**config.mk**
```make
export PLATFORM = sky130hd
export DESIGN_NAME = tagged_fifo
export DESIGN_NICKNAME = d
export VERILOG_FILES = /design/src/rtl/tagged_fifo.sv
export SDC_FILE = /design/constraint.sdc
export NUM_CORES = 1
export LEC_CHECK = 0
export ABC_AREA = 1
export CORE_MARGIN = 5
export CORE_UTILIZATION = 27
export CTS_CLUSTER_SIZE = 25
export DETAILED_ROUTE_END_ITERATION = 16
export SLEW_MARGIN = 0
export SYNTH_ARGS = -nofsm -noshare
export SYNTH_HDL_FRONTEND = slang
export SYNTH_SLANG_ARGS = --single-unit
```
**constraint.sdc**
```tcl
create_clock -name clk -period 2.2 [get_ports clk]
set_input_delay 0.22 -clock clk [delete_from_list [all_inputs] [get_ports clk]]
set_output_delay 0.22 -clock clk [all_outputs]
set_load 0.05 [all_outputs]
```
**src/rtl/tagged_fifo.sv**
```systemverilog
// Multi-flux tagged FIFO: steers {tag,data} writes into per-flux circular queues
// and presents per-flux empty flags plus a first-word-fall-through head word.
module tagged_fifo #(
  parameter int FLUX       = 2,
  parameter int DATA_WIDTH = 18,
  parameter int DEPTH      = 4,
  parameter int TAG_WIDTH  = $clog2(FLUX),
  parameter int WIDTH      = DATA_WIDTH + TAG_WIDTH
) (
  input  logic             clk,
  input  logic             rst_n,
  input  logic             write,
  input  logic [WIDTH-1:0] din,
  output logic             full,
  input  logic [FLUX-1:0]  read,
  output logic [FLUX-1:0]  empty,
  output logic [WIDTH-1:0] dout
);

  localparam int PTR_W = $clog2(DEPTH);
  localparam int CNT_W = $clog2(DEPTH + 1);

  logic [DATA_WIDTH-1:0] mem    [FLUX][DEPTH];
  logic [PTR_W-1:0]      wr_ptr [FLUX];
  logic [PTR_W-1:0]      rd_ptr [FLUX];
  logic [CNT_W-1:0]      cnt    [FLUX];

  logic [TAG_WIDTH-1:0]  wr_tag;
  logic [FLUX-1:0]       q_full;
  logic [FLUX-1:0]       wr_en;
  logic [FLUX-1:0]       rd_en;
  logic                  found;

  assign wr_tag = din[WIDTH-1 -: TAG_WIDTH];

  // Flags decode registered counts only, so the producer/consumer can
  // build write/read from them without a combinational loop.
  always_comb begin
    q_full = '0;
    empty  = '0;
    wr_en  = '0;
    rd_en  = '0;
    for (int unsigned i = 0; i < FLUX; i++) begin
      q_full[i] = (cnt[i] == CNT_W'(DEPTH));
      empty[i]  = (cnt[i] == '0);
    end
    full = |q_full;
    for (int unsigned i = 0; i < FLUX; i++) begin
      wr_en[i] = write && !full && (wr_tag == TAG_WIDTH'(i));
      rd_en[i] = read[i] && !empty[i];
    end
  end

  always_ff @(posedge clk or negedge rst_n) begin
    if (!rst_n) begin
      for (int unsigned i = 0; i < FLUX; i++) begin
        wr_ptr[i] <= '0;
        rd_ptr[i] <= '0;
        cnt[i]    <= '0;
      end
    end else begin
      for (int unsigned i = 0; i < FLUX; i++) begin
        if (wr_en[i]) wr_ptr[i] <= wr_ptr[i] + PTR_W'(1);
        if (rd_en[i]) rd_ptr[i] <= rd_ptr[i] + PTR_W'(1);
        cnt[i] <= cnt[i] + CNT_W'(wr_en[i]) - CNT_W'(rd_en[i]);
      end
    end
  end

  always_ff @(posedge clk) begin
    for (int unsigned i = 0; i < FLUX; i++) begin
      if (wr_en[i]) mem[i][wr_ptr[i]] <= din[DATA_WIDTH-1:0];
    end
  end

  // read acts purely as a priority select; an empty selected queue yields 0.
  always_comb begin
    dout  = '0;
    found = 1'b0;
    for (int unsigned i = 0; i < FLUX; i++) begin
      if (!found && ((|read) ? read[i] : !empty[i])) begin
        found = 1'b1;
        if (!empty[i]) dout = {TAG_WIDTH'(i), mem[i][rd_ptr[i]]};
      end
    end
  end

  tag_in_range: assert property (@(posedge clk) disable iff (!rst_n)
    (write && !full) |-> (int'(wr_tag) < FLUX));

endmodule
```
==> summary.md <==
| Metric | Value |
|---|---|
| Status | finished clean |
| Cell area after synthesis | 6720 sq um |
| Gr usage total | 10.6% |
| Critical Path AT | 1.85 ns |
| Worst slew margin | 58.4% |
| CTS Buf Count | 17 |
| P_leak | 0.00331 uW |
| Synth Register Bits | 158 |
| Psw | 4750 uW |
| Power per cell area | 1410 nW/um^2 |
| Fin area | 8370 sq um |
| RSZ-0062 raised after global routing | no |
| HPWL after DPL | 8.98 mm |
| Max VDD drop | 0.709 mV |
| Total area of sequential cells | 4680 sq um |
| Yosys warns | 0 |
| Seq/Total Area, Yosys | 69.5% |
| Comb pwr share | 40.7% |
| Leading cell type in the layout, fill and taps excluded | nand2_1 |
| Max FO, Critical Path | 19 |
| Worst-path clk slew | 0.06 ns |
| # Max-Cap Violations | 0 |
| Clock root buffer | clkbuf_16 |
| Worst-Margin Slew | 0.622 ns |
| Dpl cell area | 7680 sq um |
| Routed WL per cell | 15.1 um |
| Critical Path RT | 1.98 ns |
| Avg Cell Area, Syn | 11.1 sq um |
| Primary FF master, synth | edfxtp_1 |
| Final estimated routing congestion in global placement | 0.733 |
| Unique masters post-synth | 25 |
| Die area | 28200 sq um |
| Crit path max-delay family | simple AND/OR/NAND/NOR gates |
| Ant. Diodes | 0 |
| Fillers | 2413 |
| Syn nets | 642 |
| CTS tree | yes |
| Drt pass-1 iters | 4 |
| Area growth syn-to-layout | 24.5% |
| Fmax | 0.483 GHz |
| Drt initial violations | 307 |
| Post-Synthesis Cells | 604 |
| Net Sw Frac | 40.2% |
| Critical Path Source Type | register |
| Via density | 4.24 |
| Multi-input gate area | 1730 sq um |
| Bufs and invs on worst path | 2 |
| Min-Delay Path Class | in -> async |
| Pint | 7070 uW |
| Fin nets | 704 |
| Gr ovfl total | 0 |
| Layout cell share with drive strength beyond 1 | 14.6% |
| Cell Chain, Critical Path | nor2_4 -> a21oi_2 -> nor2_8 -> buf_12 -> nand2_1 -> nand2_1 -> buf_4 |
| Final Hold Fails | 0 |
| Latest clock arrival within the worst-skew pair | 0.42 ns |
| Die H | 168 um |
| # clock sinks | 158 |
| Slowest cell delay on critical path | 0.45 ns |
| Final setup fails | 0 |
| IO Count | 46 |
| Vias in the first global route | 4330 |
| Worst Skew | 0.00874 ns |
| H-tree levels | 4 |
| Max Slew Vio Count | 0 |
| First-pass GRT wire length | 23.3 mm |
| Initial antenna violation count | 0 |
| Critical path capture point type | output port |
| Final wirelength | 15.2 mm |
| Row cnt | 57 |
| Core Area | 24400 sq um |
| Post-CTS Hold Fix Bufs | 0 |
| I/O Buffers | 45 |
| Post-synth EDFFs | 144 |
| Routed Antenna Nets | 0 |
| Most frequent cells in the layout | nand2_1 (179), edfxtp_1 (144), nor2_1 (79) |
| Clock power share | 25.9% |
| Via count | 4253 |
| Max stage delay cell, worst path | dfrtp_1 |
| Residual DRC | 0 |
| Sequential power share | 33.4% |
| Most frequent CP cell | nand2_1 |
| Longest Clk Path Bufs | 2 |
| Largest net degree at the start of global routing | 56 |
| Die Wd | 168 um |
| Setup Crit Path Kind | reg -> out |
| Starting Density | 27.6% |
| Crit share post-route | 94.1% |
| Total negative slack | 0 ns |
| Min Tclk post-route | 2.07 ns |
| Asr flop ratio synth | 8.86% |
[state kept, by name (all words and copies together), names as in the netlist]
signal / cells
wr_ptr: 4
mem: 144
rd_ptr: 4
cnt: 6
[cells by family after synthesis]
group | after synthesis | synth area share (%)
AND/OR/NAND/NOR | 278 | 16.2
flip-flops | 158 | 69.5
adder cells (fa/ha/maj) | 14 | 2.83
XOR/XNOR | 4 | 0.521
AO/OA/AOI/OAI | 76 | 5.88
buffers and inverters | 74 | 5.06
[power by group through the flow]
stage               Sequential (uW)  Clock [uW]  Combinational [uW]
floorplan                      3920           0                3280
global placement               3970           0                4730
detailed placement             3980           0                4770
CTS                            3920        3120                4820
global route                   3980        3270                5320
finish                         3950        3070                4810
[stage by stage]
| step | total power, uW | worst slack, ns | cells | util, % | hold slack [ns] |
|---|---|---|---|---|---|
| floorplan | 7200 | 0.202 | 604 | - | -0.0756 |
| CTS | 11900 | 0.0331 | 1002 | 34.2 | 0.222 |
| finish | 11800 | 0.130 | 1003 | 34.3 | 0.192 |
| global route | 12600 | 0.000357 | 1003 | 34.3 | 0.240 |
| global placement | 8710 | 0.158 | 968 | 31.5 | 0.518 |
| detailed placement | 8760 | 0.0992 | 968 | 31.5 | 0.523 |
[cells in the mapped netlist, types with 2 or more instances]
library cell / instances / area [sq um]
nand4_1: 2 / 12.5
nor2_1: 87 / 327
nand2_2: 2 / 12.5
buf_4: 9 / 67.6
o21ai_1: 28 / 140
inv_2: 6 / 22.5
nand3_1: 4 / 20.0
buf_2: 11 / 55.1
nand2_1: 179 / 672
ha_1: 12 / 150
dfrtp_1: 14 / 350
inv_1: 43 / 161
buf_6: 2 / 22.5
nor2_2: 2 / 12.5
o21ai_0: 46 / 230
fa_1: 2 / 40.0
xnor2_1: 3 / 26.3
buf_1: 2 / 7.51
edfxtp_1: 144 / 4320
[metal layers]
metal	track usage (%)	up-vias	routed length [um]
li1	-	2123	-
met1	12.4	2024	6460
met2	18.8	83	7920
met3	2.13	23	432
met4	5.08	0	337
met5	0	-	0
[worst paths after layout]
check / startpoint / end / slack (ns) / depth (start not counted)
min in group clk: read[0] / rd_ptr[3]$_DFFE_PN0P_ / 0.52 / 4
min: rst_n / cnt[0]$_DFF_PN0_ / 0.19 / 1
min reg2reg: wr_ptr[3]$_DFFE_PN0P_ / wr_ptr[3]$_DFFE_PN0P_ / 0.54 / 2
max reg2reg: cnt[4]$_DFF_PN0_ / cnt[4]$_DFF_PN0_ / 0.23 / 10
max in group asynchronous: rst_n / rd_ptr[2]$_DFFE_PN0P_ / 1.57 / 1
max: cnt[4]$_DFF_PN0_ / dout[11] / 0.13 / 7
[what timing repair did]
item / in CTS / in global routing
pin swaps: 1 / 0
endpoints found under the setup margin: 4 / 5
setup buffers: 2 / 0
gates cloned: 0 / 1
resized for setup: 1 / 7
[cell type report]
class	instances	share of cell area (%)
Clock inverter	15	2.38
Tap cell	324	4.84
Clock buffer	17	5.08
Timing Repair Buffer	68	8.91
Inverter	49	2.23
Multi-Input combinational cell	372	20.7
Sequential cell	158	55.9
Note: power is estimated with default switching activity, not from simulation.
